[src/rtl/gfx_fixed_pkg.sv]
// ============================================================================
// | Module      : gfx_fixed_pkg                                              |
// | Description : Shared fixed-point types, defaults and the vertex          |
// |               transform state encoding for the graphics pipeline.        |
// | Contents    : DW_DEF / FRAC_DEF   default width / fractional bits        |
// |               fix_t, mat4_t, vec4_t  signed Q-format containers          |
// |               FIX_ONE               1.0 in the default Q format          |
// |               state_t               transform sequencer states           |
// | Revision    : 1.0  initial release                                       |
// ============================================================================
`default_nettype none

package gfx_fixed_pkg;

  localparam int DW_DEF   = 16;
  localparam int FRAC_DEF = 8;

  typedef logic signed [DW_DEF-1:0] fix_t;
  typedef fix_t [15:0]              mat4_t;   // row-major, element 4*r+c
  typedef fix_t [3:0]               vec4_t;

  localparam fix_t FIX_ONE = fix_t'(1 << FRAC_DEF);

  typedef enum logic [2:0] {
    ST_IDLE = 3'd0,
    ST_ROW0 = 3'd1,
    ST_ROW1 = 3'd2,
    ST_ROW2 = 3'd3,
    ST_ROW3 = 3'd4,
    ST_HOLD = 3'd5
  } state_t;

endpackage : gfx_fixed_pkg

`default_nettype wire

[src/rtl/fix_dot4.sv]
// ============================================================================
// | Module      : fix_dot4                                                   |
// | Description : Combinational fixed-point row evaluation                   |
// |               res = round(a0*x + a1*y + a2*z + a3*1.0) narrowed to DW.   |
// | Ports       : a0..a3  in  DW  signed matrix row elements                 |
// |               x,y,z   in  DW  signed vertex coordinates (w = 1.0)        |
// |               res     out DW  signed rounded, narrowed result            |
// | Options     : MVP_SATURATE_EN  defined   -> clamp to DW signed range     |
// |                                undefined -> two's-complement wrap        |
// | Revision    : 1.0  initial release                                       |
// ============================================================================
`default_nettype none

module fix_dot4
  import gfx_fixed_pkg::*;
#(
  parameter int DW   = DW_DEF,
  parameter int FRAC = FRAC_DEF
) (
  input  logic signed [DW-1:0] a0,
  input  logic signed [DW-1:0] a1,
  input  logic signed [DW-1:0] a2,
  input  logic signed [DW-1:0] a3,
  input  logic signed [DW-1:0] x,
  input  logic signed [DW-1:0] y,
  input  logic signed [DW-1:0] z,
  output logic signed [DW-1:0] res
);

  localparam int PW = 2 * DW;      // full product width
  localparam int SW = 2 * DW + 2;  // sum width: three products plus the w term

  logic signed [PW-1:0] w_p0;
  logic signed [PW-1:0] w_p1;
  logic signed [PW-1:0] w_p2;
  logic signed [SW-1:0] w_sum;
  logic signed [SW-1:0] w_rnd;
  logic signed [SW-1:0] w_shr;

  assign w_p0 = PW'(a0) * PW'(x);
  assign w_p1 = PW'(a1) * PW'(y);
  assign w_p2 = PW'(a2) * PW'(z);

  // w is implicitly 1.0, so the fourth term is the element moved up by FRAC.
  assign w_sum = SW'(w_p0) + SW'(w_p1) + SW'(w_p2) + (SW'(a3) <<< FRAC);

  // Round half up before the arithmetic shift back to the coordinate scale.
  generate
    if (FRAC > 0) begin : g_round
      assign w_rnd = w_sum + (SW'(1) <<< (FRAC - 1));
    end else begin : g_no_round
      assign w_rnd = w_sum;
    end
  endgenerate

  assign w_shr = w_rnd >>> FRAC;

`ifdef MVP_SATURATE_EN
  localparam logic signed [SW-1:0] MAX_V = {{(SW-DW+1){1'b0}}, {(DW-1){1'b1}}};
  localparam logic signed [SW-1:0] MIN_V = {{(SW-DW+1){1'b1}}, {(DW-1){1'b0}}};

  always_comb begin
    res = w_shr[DW-1:0];
    if (w_shr > MAX_V) begin
      res = MAX_V[DW-1:0];
    end else if (w_shr < MIN_V) begin
      res = MIN_V[DW-1:0];
    end
  end
`else
  // Wrap build keeps only the low DW bits; the upper bits are intentionally dropped.
  logic w_unused_hi;
  assign w_unused_hi = ^w_shr[SW-1:DW];
  assign res         = w_shr[DW-1:0];
`endif

endmodule : fix_dot4

`default_nettype wire

[src/rtl/mvp_vertex_transform.sv]
// ============================================================================
// | Module      : mvp_vertex_transform                                       |
// | Description : Latches a 4x4 Q-format MVP matrix and transforms object-   |
// |               space vertices (x,y,z,1) to clip space, one matrix row     |
// |               per cycle through a single shared fix_dot4.                |
// | Ports       : Clk, Reset_n            clock / async active-low reset     |
// |               mvp_i, mvp_load         matrix input and capture pulse     |
// |               vin_valid/ready, vin_x/y/z   vertex input handshake        |
// |               vout_valid/ready, vout_x/y/z/w  clip-space result          |
// |               busy                    high whenever not IDLE             |
// | Options     : MVP_SATURATE_EN (inside fix_dot4) selects clamp vs wrap    |
// | Revision    : 1.0  initial release                                       |
// ============================================================================
`default_nettype none

module mvp_vertex_transform
  import gfx_fixed_pkg::*;
#(
  parameter int DW   = DW_DEF,
  parameter int FRAC = FRAC_DEF
) (
  input  logic                Clk,
  input  logic                Reset_n,
  input  logic [15:0][DW-1:0] mvp_i,
  input  logic                mvp_load,
  input  logic                vin_valid,
  output logic                vin_ready,
  input  logic [DW-1:0]       vin_x,
  input  logic [DW-1:0]       vin_y,
  input  logic [DW-1:0]       vin_z,
  output logic                vout_valid,
  input  logic                vout_ready,
  output logic [DW-1:0]       vout_x,
  output logic [DW-1:0]       vout_y,
  output logic [DW-1:0]       vout_z,
  output logic [DW-1:0]       vout_w,
  output logic                busy
);

  state_t               state_q, state_d;
  logic [15:0][DW-1:0]  mat_q, mat_d;
  logic [15:0][DW-1:0]  shadow_q, shadow_d;
  logic                 load_pending_q, load_pending_d;
  logic [DW-1:0]        x_q, x_d;
  logic [DW-1:0]        y_q, y_d;
  logic [DW-1:0]        z_q, z_d;
  logic [3:0][DW-1:0]   res_q, res_d;      // lane 0..3 = x,y,z,w
  logic                 vout_valid_q, vout_valid_d;

  logic [1:0]           w_row;
  logic [DW-1:0]        w_dot;

  // Row currently being evaluated; only meaningful in the ROW states.
  always_comb begin
    w_row = 2'd0;
    case (state_q)
      ST_ROW1: w_row = 2'd1;
      ST_ROW2: w_row = 2'd2;
      ST_ROW3: w_row = 2'd3;
      default: w_row = 2'd0;
    endcase
  end

  fix_dot4 #(
    .DW   (DW),
    .FRAC (FRAC)
  ) u_dot4 (
    .a0  (mat_q[{w_row, 2'd0}]),
    .a1  (mat_q[{w_row, 2'd1}]),
    .a2  (mat_q[{w_row, 2'd2}]),
    .a3  (mat_q[{w_row, 2'd3}]),
    .x   (x_q),
    .y   (y_q),
    .z   (z_q),
    .res (w_dot)
  );

  always_comb begin
    state_d        = state_q;
    mat_d          = mat_q;
    shadow_d       = shadow_q;
    load_pending_d = load_pending_q;
    x_d            = x_q;
    y_d            = y_q;
    z_d            = z_q;
    res_d          = res_q;
    vout_valid_d   = vout_valid_q;

    // A load arriving mid-vertex is parked so the in-flight vertex sees one matrix.
    if (mvp_load && (state_q != ST_IDLE)) begin
      shadow_d       = mvp_i;
      load_pending_d = 1'b1;
    end

    case (state_q)
      ST_IDLE: begin
        // The matrix is written first, so a vertex accepted together with a load uses it.
        if (mvp_load) begin
          mat_d = mvp_i;
        end
        if (vin_valid) begin
          x_d     = vin_x;
          y_d     = vin_y;
          z_d     = vin_z;
          state_d = ST_ROW0;
        end
      end
      ST_ROW0: begin
        res_d[0] = w_dot;
        state_d  = ST_ROW1;
      end
      ST_ROW1: begin
        res_d[1] = w_dot;
        state_d  = ST_ROW2;
      end
      ST_ROW2: begin
        res_d[2] = w_dot;
        state_d  = ST_ROW3;
      end
      ST_ROW3: begin
        res_d[3]     = w_dot;
        vout_valid_d = 1'b1;
        state_d      = ST_HOLD;
      end
      ST_HOLD: begin
        if (vout_ready) begin
          vout_valid_d   = 1'b0;
          state_d        = ST_IDLE;
          // Entering IDLE: a load on this very edge is the newest, otherwise the parked one.
          if (mvp_load) begin
            mat_d = mvp_i;
          end else if (load_pending_q) begin
            mat_d = shadow_q;
          end
          load_pending_d = 1'b0;
        end
      end
      default: begin
        state_d = ST_IDLE;
      end
    endcase
  end

  always_ff @(posedge Clk or negedge Reset_n) begin
    if (!Reset_n) begin
      state_q        <= ST_IDLE;
      mat_q          <= '0;
      shadow_q       <= '0;
      load_pending_q <= 1'b0;
      x_q            <= '0;
      y_q            <= '0;
      z_q            <= '0;
      res_q          <= '0;
      vout_valid_q   <= 1'b0;
    end else begin
      state_q        <= state_d;
      mat_q          <= mat_d;
      shadow_q       <= shadow_d;
      load_pending_q <= load_pending_d;
      x_q            <= x_d;
      y_q            <= y_d;
      z_q            <= z_d;
      res_q          <= res_d;
      vout_valid_q   <= vout_valid_d;
    end
  end

  assign vin_ready  = (state_q == ST_IDLE);
  assign busy       = (state_q != ST_IDLE);
  assign vout_valid = vout_valid_q;
  assign vout_x     = res_q[0];
  assign vout_y     = res_q[1];
  assign vout_z     = res_q[2];
  assign vout_w     = res_q[3];

endmodule : mvp_vertex_transform

`default_nettype wire
[config.mk]
export PLATFORM = sky130hd
export DESIGN_NAME = mvp_vertex_transform
export DESIGN_NICKNAME = d
export VERILOG_FILES = /design/src/rtl/gfx_fixed_pkg.sv /design/src/rtl/fix_dot4.sv /design/src/rtl/mvp_vertex_transform.sv
export SDC_FILE = /design/constraint.sdc
export NUM_CORES = 2
export LEC_CHECK = 0
export CAP_MARGIN = 25
export CORE_ASPECT_RATIO = 1.2
export CORE_MARGIN = 2
export CORE_UTILIZATION = 29
export DETAILED_ROUTE_END_ITERATION = 7
export MAX_ROUTING_LAYER = met4
export SLEW_MARGIN = 15
export SYNTH_ARGS = -nofsm -noshare
export SYNTH_HDL_FRONTEND = slang
export SYNTH_HIERARCHICAL = 1
export SYNTH_SLANG_ARGS = --single-unit
[constraint.sdc]
create_clock -name Clk -period 10.95 [get_ports Clk]
set_clock_uncertainty 0.15 [all_clocks]
set_input_delay 1.6425 -clock Clk [delete_from_list [all_inputs] [get_ports Clk]]
set_output_delay 1.6425 -clock Clk [all_outputs]
set_load 0.01 [all_outputs]
## Word level (Yosys, flattened, before mapping)

Index checks and enable logic that the tools add are counted.

- Add/sub/neg operators: 4
- $mul: 3
- Order comparisons: 4
- Equality and inequality tests: 9
- Multiplexer cells: 22
- Reduce and logical (&&, ||, !) cells: 9

Operator list:

| cell | number |
|---|---|
| $mux 256 | 4 |
| $pmux 256 s2 | 1 |
| $bmux 16 s2 | 4 |
| $add 24x24->24 | 3 |
| $mul 16x16->24 | 3 |
| $mux 16 | 4 |
| $add 24x9->24 const B | 1 |
| $lt 4x5->1 const B | 4 |
| $pmux 3 s6 | 1 |
| $eq 3x2->1 const B | 2 |
| $eq 3x3->1 const B | 2 |
| $mux 3 | 2 |
| $ne 2x2->1 const B | 3 |
| $pmux 2 s3 | 1 |
| $reduce_and 2->1 | 3 |
| $mux 1 | 4 |
| $reduce_and 4->1 | 1 |
| $reduce_bool 2->1 | 2 |
| $eq 3x1->1 const B | 1 |
| $logic_not 3->1 | 1 |
| $ne 3x3->1 const B | 1 |
| $reduce_bool 3->1 | 1 |
| $pmux 1 s2 | 1 |
| $logic_and 1x1->1 | 1 |

- Flip-flop bits (word level): 629
- Input port bits: 309
- Output and inout port bits: 67
- Word-level logic and storage cells: 93

## Depth between registers and ports, before layout

- Word-level depth: 9
- Mapped depth: 35
- Mapped depth without buffers: 31

## Modules after synthesis

Netlist, hierarchy kept.

By module, submodules not included:

| module | times used | cells an instance | area an instance (um^2) | seq. area each (um^2) |
|---|---|---|---|---|
| mvp_vertex_transform | 1 | 2227 | 27832.9 | 15740.1 |
| fix_dot4 | 1 | 2458 | 23064.6 | 0.0 |

## Worst setup path before layout

OpenSTA, ideal clock, no wires.

- Kind: register -> register
- Start point: register state_q[2]
- End point: register res_q (netlist bit vout_x[15])
- Library setup time: 0.125 ns
- Arrival time: 8.661 ns
- Required time: 10.675 ns
- Setup slack: 2.014 ns
- Stages on the path, launching flop included: 31
- Buffers on the path: 4
- Period minus slack after synthesis: 8.936 ns
- Path through: dfrtp_1 buf_4 inv_1 clkbuf_1 clkbuf_1 o22ai_1 a221oi_1 clkbuf_1 nand2_1 fa_1 fa_1 inv_1 fa_1 inv_1 fa_1 inv_1 fa_1 fa_1 fa_1 fa_1 inv_1 fa_1 inv_1 ha_1 a21oi_1 o21ai_0 a22oi_1 o311ai_0 a21oi_1 xnor2_1 mux2_2

- Longest elaborated chain between the ends: 9
- Elaborated cells between the ends (all ways): 20
- Classes of those cells: 4 x add/sub; 3 x mul; 4 x eq/ne; 9 x mux

RTL lines:

| item | line | RTL |
|---|---|---|
| from (decl) | mvp_vertex_transform.sv:40 | `state_t state_q, state_d;` |
| from (signal assigned) | mvp_vertex_transform.sv:156 | `state_q <= state_d;` |
| $eq 3x3->1 / $eq 3x2->1 (equally long branches) | mvp_vertex_transform.sv:56 | `case (state_q)` |
| $pmux 2 s3 * | mvp_vertex_transform.sv:56 |  |
| $bmux 16 s2 (on tied branches) | mvp_vertex_transform.sv:68, mvp_vertex_transform.sv:69 |  |
| $mux 16 (on tied branches) | mvp_vertex_transform.sv:68, mvp_vertex_transform.sv:69 |  |
| $mul 16x16->24 (on tied branches) | fix_dot4.sv:40, fix_dot4.sv:41 |  |
| $add 24x24->24 (2 in a row) | fix_dot4.sv:45 | `assign w_sum = SW'(w_p0) + SW'(w_p1) + SW'(w_p2) + (SW'(a3) <<< FRAC);` |
| $add 24x24->24 * | fix_dot4.sv:45 |  |
| $add 24x9->24 * | fix_dot4.sv:50 | `assign w_rnd = w_sum + (SW'(1) <<< (FRAC - 1));` |
| via w_dot[15] | mvp_vertex_transform.sv:51 | `logic [DW-1:0] w_dot;` |
| to (signal assigned) | mvp_vertex_transform.sv:163 | `res_q <= res_d;` |
| to (decl) | mvp_vertex_transform.sv:47 | `logic [3:0][DW-1:0] res_q, res_d;` |

The timed path passes the listed nets; every way through them passes the cells marked *. The select of a mux whose other input is x is not followed.
A chain may end at the register's enable or synchronous reset.

## Worst setup path after layout

- Start point: register state_q[2]
- End point: register res_q (netlist bit vout_y[13])

Same word-level chain as after synthesis.

==> key figures <==
Critical path
  – R2r worst-path depth: 27
  – Cell mode on critical path: fa_1
  – Largest fanout on the critical path: 37
  – Reg-to-reg slack, setup: 0.66 ns
  – WS Path Type: flip-flop to flip-flop
  – CP Launch Type: flip-flop
  – Reg2reg start: state_q[2]
  – Slowest-stage cell, CP: a221oi_2
  – Worst EP arrival: 10.78 ns
  – Worst Path Required: 11.44 ns
  – RR Endpoint: vout_y[13]
  – Worst Setup End Kind: flip-flop
  – Slowest stage delay, CP: 0.98 ns

CTS
  – CTS buffer count: 74
  – Htree depth: 3
  – CTS Sinks: 629
  – Postcts setup bufs: 0
  – CTS tree: built
  – CTS Hold Buffers Added: 0
  – CTS root buf: clkbuf_16
  – Clock transition at path regs: 0.06 ns
  – Cts repair resizes: 0
  – Clock Latency Late Sink: 0.71 ns
  – CTS Buffer Depth: 3

Logic synthesis
  – Synthesis Warnings: 6
  – Adder-cell share of the synthesized area: 0.2992
  – Xor and xnor fraction of the mapped netlist area: 0.01613
  – Yosys cell types: 52
  – Async SR Flop Fraction: 1.000
  – Simple-gate share of the synthesized area: 0.1012
  – Synthesized flop and latch total: 629
  – Post-synthesis compound-gate area fraction: 0.04948
  – Mapped Cells: 4,685
  – Most used DFF post-synth: dfrtp_1
  – Post-synthesis mux area share: 0.1443
  – Post-Syn Nets: 5,817
  – EDFF count, synth: 0
  – Largest family of logic cells by synthesized area: adder cells
  – Avg Cell Area, Syn: 10.86 µm²
  – Sequential fraction of the synthesis area: 0.3093
  – Cell Area, Synth: 50,900 µm²

Final layout
  – Filler cells: 17,595
  – Layout Nets: 6,105
  – Commonest non-fill, non-tap cell in the layout: inv_1
  – Core Util, Final: 0.3433
  – Share of cells above drive strength 1: 0.1264
  – Most frequent cells in the layout: inv_1 (721), fa_1 (657), dfrtp_1 (628)
  – Layout area overhead: 17.67%

Timing
  – Final Max Slew Viols: 0
  – Final period util: 0.9396
  – RSZ-0062 raised after global routing: no
  – Slew HR: 0.2288
  – Final hold vios: 0
  – Max Freq: 97.19 MHz
  – Setup Viol. Count Final: 0
  – Worst-margin pin slew: 1.157 ns
  – Final min period: 10.29 ns
  – Setup TNS: 0 ns
  – Final worst slack: 0.6611 ns

Place
  – HPWL Detailed: 125,100 µm
  – GP Congestion: 0.9545
  – Place WS: 0.5591 ns
  – Port Buffer Count: 375

Outcome
  – Status: complete, no violations

Flow run
  – Max cap viols: 0

Floorplanning
  – Die W: 386.4 µm
  – Num rows: 168
  – Initial Util: 0.2917
  – Full die area: 178,900 µm²
  – Die Y: 462.9 µm
  – Core area: 174,500 µm²
  – Top Ports: 376

Global route
  – Antenna violations before repair: 34
  – GRT Residual Overflow: 0
  – Number of global-route vias before repair: 36,925
  – GRT Total Usage: 0.1848
  – Largest net degree at the start of global routing: 158
  – First-pass GRT wire length: 240,200 µm

Min path
  – Min-delay src: shadow_q[38]
  – Hold Path Stages: 1
  – Hold Path Sink: shadow_q[38]
  – Min-Delay Path Class: flip-flop to flip-flop

Route
  – Initial DRT Pass Iterations: 6
  – Drc violations: 0
  – Vias per std cell: 4.709
  – DRT iter0 DRCs: 2,284
  – Antenna viol nets, final: 0
  – Vias post-DR: 34,640
  – Total Wirelength: 159,300 µm
  – DR WL/cell: 21.65 µm
## sequential cells by signal (all words and copies together), names as in the netlist
register and cells:
vout_valid 1, shadow_q 256, vout_y 16, vout_z 16, state_q 3, load_pending_q 1
z_q 16, vout_w 16, x_q 16, y_q 16, vout_x 16, mat_q 256
## kinds of logic (layout without fill, tap and decap cells)
kind of cell / count (synthesis) / in the layout
xor+xnor: 89 / 89
mux: 688 / 688
flops: 629 / 629
fa+ha+maj: 823 / 823
buf+inv: 988 / 1336
simple gates: 1043 / 1043
compound gates: 425 / 425
other cells: 0 / 28
## stage by stage
step / cell area, µm² / cells / hold slack (ns)
floorplan: 50900 / 4685 / 0.3251
global placement: 57220 / 7190 / 0.3362
detailed placement: 57250 / 7191 / 0.3425
CTS: 59810 / 7327 / 0.3551
global route: 59890 / 7354 / 0.3615
finish: 59890 / 7356 / 0.3529
## synth_stat cells (2+ instances only)
| master | instances | area, µm² |
|---|---|---|
| o311ai_0 | 2 | 17.52 |
| nor3_1 | 65 | 325.3 |
| nand3_1 | 2 | 10.01 |
| mux2_2 | 368 | 4144 |
| o2111ai_1 | 2 | 17.52 |
| and2_1 | 400 | 2502 |
| nand2_1 | 263 | 987.2 |
| buf_6 | 10 | 112.6 |
| mux2i_1 | 320 | 3203 |
| or2b_1 | 11 | 82.58 |
| a221oi_1 | 65 | 569.3 |
| a21o_1 | 5 | 37.54 |
| nand2b_1 | 12 | 75.07 |
| dfrtp_1 | 629 | 15740 |
| clkbuf_4 | 11 | 82.58 |
| clkbuf_1 | 122 | 457.9 |
| a21oi_1 | 267 | 1336 |
| xnor2_1 | 68 | 595.6 |
| or2_2 | 2 | 12.51 |
| inv_1 | 722 | 2710 |
| nand4_1 | 3 | 18.77 |
| o211ai_1 | 2 | 15.01 |
| buf_4 | 46 | 345.3 |
| buf_1 | 2 | 7.510 |
| fa_1 | 657 | 13150 |
| o21ai_0 | 7 | 35.03 |
| o31ai_1 | 2 | 15.01 |
| xnor3_1 | 3 | 67.56 |
| ha_1 | 166 | 2077 |
| nor2b_1 | 6 | 37.54 |
| o22ai_1 | 65 | 406.6 |
| buf_2 | 75 | 375.4 |
| and3_1 | 2 | 12.51 |
| xor2_1 | 18 | 157.7 |
| nor2_1 | 268 | 1006 |
## how the worst max path moves through the flow
stage | from | slack [ns] | endpoint
after floorplan | state_q[2] | 2.01 | vout_x[15]
after global placement | state_q[1] | 0.79 | vout_x[13]
after detailed placement | state_q[2] | 0.56 | vout_x[13]
after CTS | state_q[2] | 0.50 | vout_w[13]
after global routing | state_q[2] | 0.06 | vout_w[13]
final | state_q[2] | 0.66 | vout_y[13]
## final cells by class
type                    instances  area, µm²  area share
clock inverters                32      405.4    0.006769
well taps                    2295       2872     0.04794
inverters                     722       2710     0.04525
multi-input cells            3068      31270      0.5221
flip-flops and latches        629      15740      0.2629
repair buffers                478       4664     0.07788
diodes                         28      70.07    0.001170
clock buffers                 104       2157     0.03602
## routing by layer
metal  GRT usage  vias to the layer above  wire length [µm]
met5           -                        -                 0
met4     0.06999                        0              6562
met3     0.03318                      204              8843
met2      0.2929                     1012             75020
met1      0.2354                    17941             68820
li1            -                    15483                 -
## worst max-delay path: cells and delay by family, from the launching register on
| kind | cells | cell delay (ns) |
|---|---|---|
| mux | 1 | 0.28 |
| fa+ha+maj | 10 | 4.76 |
| buf+inv | 5 | 0.82 |
| simple gates | 2 | 0.38 |
| flops | 1 | 0.50 |
| compound gates | 9 | 3.22 |
Power is left out: the tool's default activity adds up to more than one toggle a clock period on the data nets, which glitch-free logic cannot reach.
